### config.mk
export PLATFORM = sky130hd
export DESIGN_NAME = wbs_best_reader_flat
export DESIGN_NICKNAME = d
export VERILOG_FILES = /design/src/rtl/wbs_addr_pkg.sv /design/src/rtl/wbs_best_reader_if.sv /design/src/rtl/best_row_cache.sv /design/src/rtl/wbs_best_reader.sv /design/src/flat_wrapper.sv
export SDC_FILE = /design/constraint.sdc
export NUM_CORES = 1
export LEC_CHECK = 0
export CORE_MARGIN = 8
export CORE_UTILIZATION = 25
export DETAILED_ROUTE_END_ITERATION = 12
export GPL_ROUTABILITY_DRIVEN = 0
export PLACE_DENSITY = 0.59
export SETUP_SLACK_MARGIN = 0.1
export SLEW_MARGIN = 5
export SYNTH_ARGS = -nofsm -noshare
export SYNTH_HDL_FRONTEND = slang
export SYNTH_HIERARCHICAL = 1
export SYNTH_SLANG_ARGS = --single-unit
export TNS_END_PERCENT = 30
### constraint.sdc
create_clock -name wb_clk_i -period 1.8 [get_ports wb_clk_i]
set_input_delay 0.27 -clock wb_clk_i [delete_from_list [all_inputs] [get_ports wb_clk_i]]
set_output_delay 0.27 -clock wb_clk_i [all_outputs]
set_load 0.02 [all_outputs]
### src/rtl/wbs_addr_pkg.sv
// Shared Wishbone address map for the accelerator windows, plus the readout
// FSM state enum and the index/row width helpers.
package wbs_addr_pkg;

   // Top byte of the address selects a window.
   localparam logic [31:0] WBS_ADDR_MASK  = 32'hFF00_0000;
   localparam logic [31:0] WBS_REG_ADDR   = 32'h3000_0000;
   localparam logic [31:0] WBS_QUERY_ADDR = 32'h3100_0000;
   localparam logic [31:0] WBS_LEAF_ADDR  = 32'h3200_0000;
   localparam logic [31:0] WBS_BEST_ADDR  = 32'h3300_0000;
   localparam logic [31:0] WBS_NODE_ADDR  = 32'h3400_0000;

   typedef enum logic [1:0] {
      BEST_IDLE = 2'd0,
      BEST_RD   = 2'd1,
      BEST_CAP  = 2'd2,
      BEST_ACK  = 2'd3
   } best_rd_state_t;

   // Width of one patch index: enough bits to name every patch in the tree.
   function automatic int idx_w_calc(input int num_leaves, input int leaf_size);
      return $clog2(num_leaves * leaf_size);
   endfunction

   // Width of one best-memory row: K indices packed side by side.
   function automatic int row_w_calc(input int k, input int idx_w);
      return k * idx_w;
   endfunction

endpackage

### src/rtl/wbs_best_reader_if.sv
// Bus bundle for wbs_best_reader: Wishbone slave side, best-memory SRAM
// port and the accelerator write strobe used for cache invalidation.
interface wbs_best_reader_if #(
   parameter int ADDR_W = 9,
   parameter int ROW_W  = 36
);
   logic              wbs_stb_i;
   logic              wbs_cyc_i;
   logic              wbs_we_i;
   logic [31:0]       wbs_adr_i;
   logic              wbs_ack_o;
   logic [31:0]       wbs_dat_o;
   logic              best_mem_csb0;
   logic              best_mem_web0;
   logic [ADDR_W-1:0] best_mem_addr0;
   logic [ROW_W-1:0]  best_mem_rdata0;
   logic              acc_wr_i;

   modport slave (
      input  wbs_stb_i, wbs_cyc_i, wbs_we_i, wbs_adr_i, best_mem_rdata0, acc_wr_i,
      output wbs_ack_o, wbs_dat_o, best_mem_csb0, best_mem_web0, best_mem_addr0
   );

   modport master (
      output wbs_stb_i, wbs_cyc_i, wbs_we_i, wbs_adr_i, best_mem_rdata0, acc_wr_i,
      input  wbs_ack_o, wbs_dat_o, best_mem_csb0, best_mem_web0, best_mem_addr0
   );
endinterface

### src/rtl/best_row_cache.sv
// One-row cache of the last best-memory row read: tag, valid and row data.
// Any invalidation seen while a fill is in flight keeps the filled row
// invalid, so a row that may have been rewritten is never served.
module best_row_cache #(
   parameter int ADDR_W = 9,
   parameter int ROW_W  = 36
) (
   input  logic              clk,
   input  logic              rst,
   input  logic [ADDR_W-1:0] lookup_row,
   input  logic              fill_start,
   input  logic              cap_en,
   input  logic [ADDR_W-1:0] cap_row,
   input  logic [ROW_W-1:0]  cap_data,
   input  logic              inval,
   input  logic              acc_wr,
   output logic              hit,
   output logic [ROW_W-1:0]  row_data
);
   logic              valid;
   logic              stale;
   logic [ADDR_W-1:0] tag;

   // Accelerator write in the decision cycle forces a miss.
   assign hit = valid & (tag == lookup_row) & ~acc_wr;

   // Tag/data fill on capture; stale remembers invalidations during a fill.
   always_ff @(posedge clk) begin
      if (rst) begin
         valid    <= 1'b0;
         stale    <= 1'b0;
         tag      <= '0;
         row_data <= '0;
      end else begin
         if (fill_start)
            stale <= inval;
         else if (inval)
            stale <= 1'b1;

         if (cap_en) begin
            tag      <= cap_row;
            row_data <= cap_data;
            valid    <= ~(stale | inval);
         end else if (inval) begin
            valid <= 1'b0;
         end
      end
   end
endmodule

### src/rtl/wbs_best_reader.sv
// Wishbone readout slave for the k-best result memory (0x3300_0000 window).
// Each query row returns as two words: lower = row[31:0], upper = the
// zero-extended remaining bits. Optional one-row cache under the macro
// BEST_READ_CACHE_EN; without it every in-range read goes to the SRAM.
module wbs_best_reader
   import wbs_addr_pkg::*;
#(
   parameter int LEAF_SIZE  = 8,
   parameter int NUM_LEAVES = 64,
   parameter int ROW_SIZE   = 24,
   parameter int COL_SIZE   = 17,
   parameter int K          = 4,
   parameter int NUM_QUERYS = ROW_SIZE * COL_SIZE,
   parameter int IDX_W      = idx_w_calc(NUM_LEAVES, LEAF_SIZE),
   parameter int ROW_W      = row_w_calc(K, IDX_W),
   parameter int ADDR_W     = $clog2(NUM_QUERYS)
) (
   input  logic              wb_clk_i,
   input  logic              wb_rst_i,
   wbs_best_reader_if.slave  bus
);
   localparam logic [1:0] S_IDLE = BEST_IDLE;
   localparam logic [1:0] S_RD   = BEST_RD;
   localparam logic [1:0] S_CAP  = BEST_CAP;
   localparam logic [1:0] S_ACK  = BEST_ACK;

   localparam logic [ADDR_W:0] NQ_LIM = (ADDR_W + 1)'(NUM_QUERYS);

   logic [1:0]        state;
   logic              half_q;
   logic              sel;
   logic [ADDR_W-1:0] row_req;
   logic              half_req;
   logic              in_range;
   logic              hit;
   logic [ROW_W-1:0]  hit_row;

   // Upper half carries the bits above 31, zero-extended to a full word.
   function automatic logic [31:0] pick(input logic [ROW_W-1:0] r, input logic h);
      return h ? {{(64 - ROW_W){1'b0}}, r[ROW_W-1:32]} : r[31:0];
   endfunction

   assign sel      = bus.wbs_cyc_i & bus.wbs_stb_i &
                     ((bus.wbs_adr_i & WBS_ADDR_MASK) == WBS_BEST_ADDR);
   assign row_req  = bus.wbs_adr_i[ADDR_W:1];
   assign half_req = bus.wbs_adr_i[0];
   assign in_range = {1'b0, row_req} < NQ_LIM;

   // Address bits between the row field and the window byte are don't-care.
   logic unused_adr;
   assign unused_adr = ^bus.wbs_adr_i[23:ADDR_W+1];

   // This block never writes the best memory.
   assign bus.best_mem_web0 = 1'b1;

`ifdef BEST_READ_CACHE_EN
   logic fill_start;
   logic inval;

   assign inval      = bus.acc_wr_i | ((state == S_IDLE) & sel & bus.wbs_we_i);
   assign fill_start = (state == S_IDLE) & sel & ~bus.wbs_we_i & in_range & ~hit;

   best_row_cache #(
      .ADDR_W (ADDR_W),
      .ROW_W  (ROW_W)
   ) u_cache (
      .clk        (wb_clk_i),
      .rst        (wb_rst_i),
      .lookup_row (row_req),
      .fill_start (fill_start),
      .cap_en     (state == S_CAP),
      .cap_row    (bus.best_mem_addr0),
      .cap_data   (bus.best_mem_rdata0),
      .inval      (inval),
      .acc_wr     (bus.acc_wr_i),
      .hit        (hit),
      .row_data   (hit_row)
   );
`else
   logic unused_acc;
   assign unused_acc = bus.acc_wr_i;
   assign hit        = 1'b0;
   assign hit_row    = '0;
`endif

   // Read FSM: IDLE decodes, RD pulses the SRAM, CAP captures, ACK answers.
   always_ff @(posedge wb_clk_i) begin
      if (wb_rst_i) begin
         state              <= S_IDLE;
         half_q             <= 1'b0;
         bus.wbs_ack_o      <= 1'b0;
         bus.wbs_dat_o      <= '0;
         bus.best_mem_csb0  <= 1'b1;
         bus.best_mem_addr0 <= '0;
      end else begin
         bus.wbs_ack_o     <= 1'b0;
         bus.best_mem_csb0 <= 1'b1;
         case (state)
            S_IDLE: begin
               if (sel) begin
                  if (bus.wbs_we_i) begin
                     state         <= S_ACK;
                     bus.wbs_ack_o <= 1'b1;
                  end else if (!in_range) begin
                     state         <= S_ACK;
                     bus.wbs_ack_o <= 1'b1;
                     bus.wbs_dat_o <= '0;
                  end else if (hit) begin
                     state         <= S_ACK;
                     bus.wbs_ack_o <= 1'b1;
                     bus.wbs_dat_o <= pick(hit_row, half_req);
                  end else begin
                     state              <= S_RD;
                     bus.best_mem_csb0  <= 1'b0;
                     bus.best_mem_addr0 <= row_req;
                     half_q             <= half_req;
                  end
               end
            end
            S_RD:  state <= S_CAP;
            S_CAP: begin
               state         <= S_ACK;
               bus.wbs_ack_o <= 1'b1;
               bus.wbs_dat_o <= pick(bus.best_mem_rdata0, half_q);
            end
            S_ACK:   state <= S_IDLE;
            default: state <= S_IDLE;
         endcase
      end
   end
endmodule

### src/flat_wrapper.sv
// flat-port wrapper written by rule: the top's interface ports become plain ports
module wbs_best_reader_flat import wbs_addr_pkg::*;
#(
   parameter int LEAF_SIZE  = 8,
   parameter int NUM_LEAVES = 64,
   parameter int ROW_SIZE   = 24,
   parameter int COL_SIZE   = 17,
   parameter int K          = 4,
   parameter int NUM_QUERYS = ROW_SIZE * COL_SIZE,
   parameter int IDX_W      = idx_w_calc(NUM_LEAVES, LEAF_SIZE),
   parameter int ROW_W      = row_w_calc(K, IDX_W),
   parameter int ADDR_W     = $clog2(NUM_QUERYS)
)
  (wb_clk_i, wb_rst_i, bus_wbs_stb_i, bus_wbs_cyc_i, bus_wbs_we_i, bus_wbs_adr_i, bus_best_mem_rdata0, bus_acc_wr_i, bus_wbs_ack_o, bus_wbs_dat_o, bus_best_mem_csb0, bus_best_mem_web0, bus_best_mem_addr0);
  wbs_best_reader_if #(.ADDR_W(ADDR_W), .ROW_W(ROW_W)) bus_i ();
  input  logic wb_clk_i;
  input  logic wb_rst_i;
  input wire logic [$bits(bus_i.wbs_stb_i)-1:0] bus_wbs_stb_i;
  input wire logic [$bits(bus_i.wbs_cyc_i)-1:0] bus_wbs_cyc_i;
  input wire logic [$bits(bus_i.wbs_we_i)-1:0] bus_wbs_we_i;
  input wire logic [$bits(bus_i.wbs_adr_i)-1:0] bus_wbs_adr_i;
  input wire logic [$bits(bus_i.best_mem_rdata0)-1:0] bus_best_mem_rdata0;
  input wire logic [$bits(bus_i.acc_wr_i)-1:0] bus_acc_wr_i;
  output wire logic [$bits(bus_i.wbs_ack_o)-1:0] bus_wbs_ack_o;
  output wire logic [$bits(bus_i.wbs_dat_o)-1:0] bus_wbs_dat_o;
  output wire logic [$bits(bus_i.best_mem_csb0)-1:0] bus_best_mem_csb0;
  output wire logic [$bits(bus_i.best_mem_web0)-1:0] bus_best_mem_web0;
  output wire logic [$bits(bus_i.best_mem_addr0)-1:0] bus_best_mem_addr0;
  assign bus_i.wbs_stb_i = bus_wbs_stb_i;
  assign bus_i.wbs_cyc_i = bus_wbs_cyc_i;
  assign bus_i.wbs_we_i = bus_wbs_we_i;
  assign bus_i.wbs_adr_i = bus_wbs_adr_i;
  assign bus_i.best_mem_rdata0 = bus_best_mem_rdata0;
  assign bus_i.acc_wr_i = bus_acc_wr_i;
  assign bus_wbs_ack_o = bus_i.wbs_ack_o;
  assign bus_wbs_dat_o = bus_i.wbs_dat_o;
  assign bus_best_mem_csb0 = bus_i.best_mem_csb0;
  assign bus_best_mem_web0 = bus_i.best_mem_web0;
  assign bus_best_mem_addr0 = bus_i.best_mem_addr0;
  wbs_best_reader #(.LEAF_SIZE(LEAF_SIZE), .NUM_LEAVES(NUM_LEAVES), .ROW_SIZE(ROW_SIZE), .COL_SIZE(COL_SIZE), .K(K), .NUM_QUERYS(NUM_QUERYS), .IDX_W(IDX_W), .ROW_W(ROW_W), .ADDR_W(ADDR_W)) u_core (.wb_clk_i(wb_clk_i), .wb_rst_i(wb_rst_i), .bus(bus_i));
endmodule
Word level (Yosys, flattened, before mapping). Cells that the tools add are included.

Register bits: 46. Bits of input ports: 74. Output and inout bits: 44. Logic and storage cells: 37.

Magnitude comparators: 1. Eq/ne operators: 7. Mux-type cells: 13. Bitwise operators: 5. Reduce and logical (&&, ||, !) cells: 5.

Operators by type and width (number): $mux W32 (4); $pmux W32 S2 (1); $lt A9 B9 Y1 const B (1); $eq A8 B6 Y1 const B (1); $pmux W2 S4 (1); $reduce_and A4 Y1 (2); $mux W2 (3); $eq A2 B2 Y1 const B (2); $ne A2 B2 Y1 const B (2); $mux W1 (3); $not A1 Y1 (3); $reduce_or A3 Y1 (1); $and A1 B1 Y1 (2); $eq A2 B1 Y1 const B (1); $logic_not A2 Y1 (1); $ne A2 B1 Y1 const B (1); $pmux W1 S2 (1); $reduce_bool A2 Y1 (1).

Longest topological paths before layout.
Depth after elaboration: 5. Mapped depth: 8. Gate-level depth less buffers: 6.

Worst setup path before layout. Ideal clock, no wire load.

Kind: reg2reg. Start point: register u_core.state[0]. End point: register u_core.bus.wbs_dat_o[10]. Library setup time: 0.072 ns. Arrival: 1.469 ns. Data required time: 1.728 ns. Path slack: 0.259 ns. Stages on the path, launching flop included: 9. Buffers on the path: 2. Clock period less this slack: 1.541 ns. Cells stage by stage: dfxtp_1 inv_1 ha_1 nor2b_1 nor2b_1 buf_2 buf_2 nand2_1 mux2i_1.

Word-level cells in the longest chain between the ends: 3. Elaborated cells on any way between the ends: 8. Those cells by class: 4 x eq/ne; 1 x mux; 3 x reduce/logical.

RTL lines: from (decl) (line wbs_best_reader.sv:29) `logic [1:0] state;`; from (signal assigned) (line wbs_best_reader.sv:89) `state <= S_IDLE;`; from (signal assigned) (line wbs_best_reader.sv:102) `state <= S_ACK;`; from (signal assigned) (line wbs_best_reader.sv:105) `state <= S_ACK;`; $logic_not A2 Y1 or $eq A2 B2 Y1 (tied branches) (line wbs_best_reader.sv:98) `case (state)`; $ne A2 B1 Y1 (no line), or another cell as far along; $reduce_and A4 Y1 (no line); to (signal assigned) (line wbs_best_reader.sv:111) `bus.wbs_dat_o <= pick(hit_row, half_req);`; to (signal assigned) (line wbs_best_reader.sv:124) `bus.wbs_dat_o <= pick(bus.best_mem_rdata0, half_q);`; to (decl) (line wbs_best_reader_if.sv:21) `output wbs_ack_o, wbs_dat_o, best_mem_csb0, best_mem_web0, best_mem_addr0`.

Several ways; a longest one is shown, not always the timed one. A chain may end at the register's enable or synchronous reset.

Final worst setup path.
Start point: input port bus_wbs_adr_i[31]. End point: register u_core.bus.wbs_dat_o[10].

Word-level cells in the longest chain between the ends: 4.

RTL lines: from (decl) (line flat_wrapper.sv:21) `input wire logic [$bits(bus_i.wbs_adr_i)-1:0] bus_wbs_adr_i;`; $eq A8 B6 Y1 (line wbs_best_reader.sv:44) `((bus.wbs_adr_i & WBS_ADDR_MASK) == WBS_BEST_ADDR);`; $and A1 B1 Y1 (line wbs_best_reader.sv:43) `assign sel = bus.wbs_cyc_i & bus.wbs_stb_i &`; $ne A2 B1 Y1 (no line); $reduce_and A4 Y1 (no line).

Every way passes these cells.

==> key figures <==
Clock network
  • CTS Sinks: 46
  • CTS Buf Count: 5
  • Post-CTS Repair Setup Buffers: 0
  • TritonCTS clock tree: done
  • Post-CTS sizing: 0
  • Root Buffer: clkbuf_8
  • H-tree depth: 2
  • Cts hold-fix bufs: 0
  • Clock Latency Late Sink: 0.29 ns
  • Clock buffer depth: 2
  • CTS clk-pin slew, worst paths: 0.08 ns

Synth
  • Cell variety after synth: 27
  • Synthesized Nets: 299
  • Synth top area cells: dfxtp_1 42%, mux2i_1 19%, nand2b_1 15%, nand2_1 5.7%, mux2_2 2.1%
  • Synth area leader: dfxtp_1
  • Mapped Cells: 222
  • Mean area per synthesized cell: 9.85 um^2
  • Yosys Warn Count: 6
  • Seq cells post-synth: 46
  • Area share of the largest cell type after synthesis: 0.421
  • Mapped cell area: 0.00219 mm^2
  • Proportion of synthesized chip area in sequential cells: 0.421

Place
  • Pre-CTS setup slack: -0.197 ns
  • Post-DP HPWL: 4.58 mm
  • IO buf count: 101

Detailed routing
  • DRC: 0
  • DRT iter0 DRCs: 102
  • Final WL: 6.31 mm
  • Antenna viol nets, final: 0
  • Vias per inst: 4.20
  • Avg WL per Cell: 14.1 um
  • Via count: 1878
  • Drt pass-1 iters: 4

Pwr
  • Power, Total: 2.45 mW
  • VDD IR max: 0.248 mV
  • Internal power: 1.83 mW
  • Cell Pwr Density: 674 mW/mm^2
  • Comb pwr share: 0.258
  • Sw Share: 0.255
  • Clock share of power: 0.310
  • Sequential share of power: 0.432
  • Sw Pwr: 0.627 mW
  • Lkg Pwr: 1.32 nW

Setup path
  • Type of origin of the critical path: input port
  • CP Capture Type: flip-flop
  • Kind of critical path: input port to flip-flop
  • WP data required: 2.03 ns
  • Crit path DAT: 1.86 ns
  • CP max FO: 6

GRT
  • Grt ovf: 0
  • Initial antenna violation count: 0
  • Largest net degree at the start of global routing: 33
  • Vias in the first global route: 1953
  • First-pass GRT wire length: 9.69 mm
  • GRT Util Overall: 0.100

STA
  • Setup Skew: 0.00621 ns
  • Final Critical Period: 1.64 ns
  • RSZ-0062 raised after global routing: false
  • Post-route setup slack: 0.165 ns
  • Setup TNS: 0 ns
  • Hold_ws: 0.472 ns
  • Max Fclk: 0.612 GHz
  • Final setup viols: 0
  • Fin crit share: 0.908
  • Final slew viol count: 0
  • Final hold vios: 0

Floorplan
  • FP Rows: 34
  • Die Y-Extent: 110 um
  • Starting Density: 0.255
  • Die width: 110 um
  • Die ar.: 0.0120 mm^2
  • Io pins: 118
  • Core Footprint: 0.00859 mm^2

Run status
  • Outcome: finished, final reports clean

Finish
  • Share of layout cells above drive strength 1: 0.115
  • Commonest non-fill, non-tap cell in the layout: clkdlybuf4s50_1
  • Final net count: 415
  • N_diodes: 0
  • Layout area overhead: 66.5%
  • Commonest cells after routing, fill and taps aside: 94 x clkdlybuf4s50_1, 53 x nand2b_1, 46 x dfxtp_1

Run
  • # Max-Cap Violations: 0

Hold path
  • Hold Path Class: flip-flop to flip-flop
## cell usage after synthesis, drive strengths merged
| library cell | count |
|---|---|
| a211oi | 2 |
| a31oi | 1 |
| a41o | 1 |
| a41oi | 1 |
| and4bb | 1 |
| buf | 8 |
| clkbuf | 6 |
| conb | 1 |
| dfxtp | 46 |
| ha | 3 |
| inv | 4 |
| mux2 | 4 |
| mux2i | 42 |
| nand2 | 33 |
| nand2b | 53 |
| nand4 | 1 |
| nand4bb | 1 |
| nor2 | 6 |
| nor2b | 3 |
| nor4 | 1 |
| o211ai | 1 |
| o21ai | 1 |
| o31ai | 1 |
| o41ai | 1 |
## layout make-up
type	instances	area, um^2
Clock buffer	7	76.3
Multi-Input combinational cell	158	1160
Fill cell	854	4950
Clock inverter	1	30.0
Timing Repair Buffer	123	1300
Tap cell	108	135
Inverter	4	15.0
Sequential cell	46	921
## per-stage QoR
stage | std cells | utilization | cell area [um^2]
global route | 447 | 0.424 | 3640
finish | 447 | 0.424 | 3640
floorplan | 222 | - | 2190
detailed placement | 435 | 0.396 | 3410
global placement | 435 | 0.396 | 3410
CTS | 443 | 0.409 | 3510
## registers in the layout, indices dropped and copies added (netlist names)
signal	flops
u_core/bus.best_mem_addr0	9
u_core/bus.best_mem_csb0	1
u_core/bus.wbs_ack_o	1
u_core/bus.wbs_dat_o	32
u_core/half_q	1
u_core/state	2
## critical path: stages
cell and delay [ns]:
clkdlybuf4s50_1 0.48, nor4_4 0.37, a41o_4 0.38, clkbuf_16 0.19
mux2i_1 0.17
## routing by layer
layer / global-route usage / share of wire / up-vias
met1: 0.122 / 0.46 / 856
met4: 0.0289 / 0.0060 / 0
met2: 0.159 / 0.45 / 57
li1: - / - / 961
met3: 0.0422 / 0.088 / 4
met5: 0 / 0 / -
## power by group through the flow
stage	Clock, mW	Sequential [mW]	Combinational (mW)
final	0.762	1.06	0.632
after detailed placement	0	1.08	0.578
after global routing	0.850	1.06	0.691
after global placement	0	1.08	0.573
after floorplan	0	1.10	0.301
after CTS	0.805	1.06	0.581
## path summary, 6_finish.rpt
kind | start | to | slack (ns) | cells after the start
worst min-delay path | u_core/bus.best_mem_addr0[7]$_SDFFE_PP0P_ | u_core/bus.best_mem_addr0[7]$_SDFFE_PP0P_ | 0.47 | 2
worst max-delay path | bus_wbs_adr_i[31] | u_core/bus.wbs_dat_o[10]$_SDFFE_PP0P_ | 0.16 | 5
worst min register to register | u_core/bus.best_mem_addr0[7]$_SDFFE_PP0P_ | u_core/bus.best_mem_addr0[7]$_SDFFE_PP0P_ | 0.47 | 2
worst max register to register | u_core/state[0]$_SDFFE_PP0P_ | u_core/bus.wbs_dat_o[10]$_SDFFE_PP0P_ | 0.21 | 6
## cells by family after synthesis
kind of cell,count (synthesis),synth area share
flops,46,0.421
simple gates,99,0.258
fa+ha+maj,3,0.0172
mux,46,0.213
compound gates,9,0.0349
buf+inv,18,0.0543
other cells,1,0.00171
No activity file was read; power rests on OpenSTA's default activity.
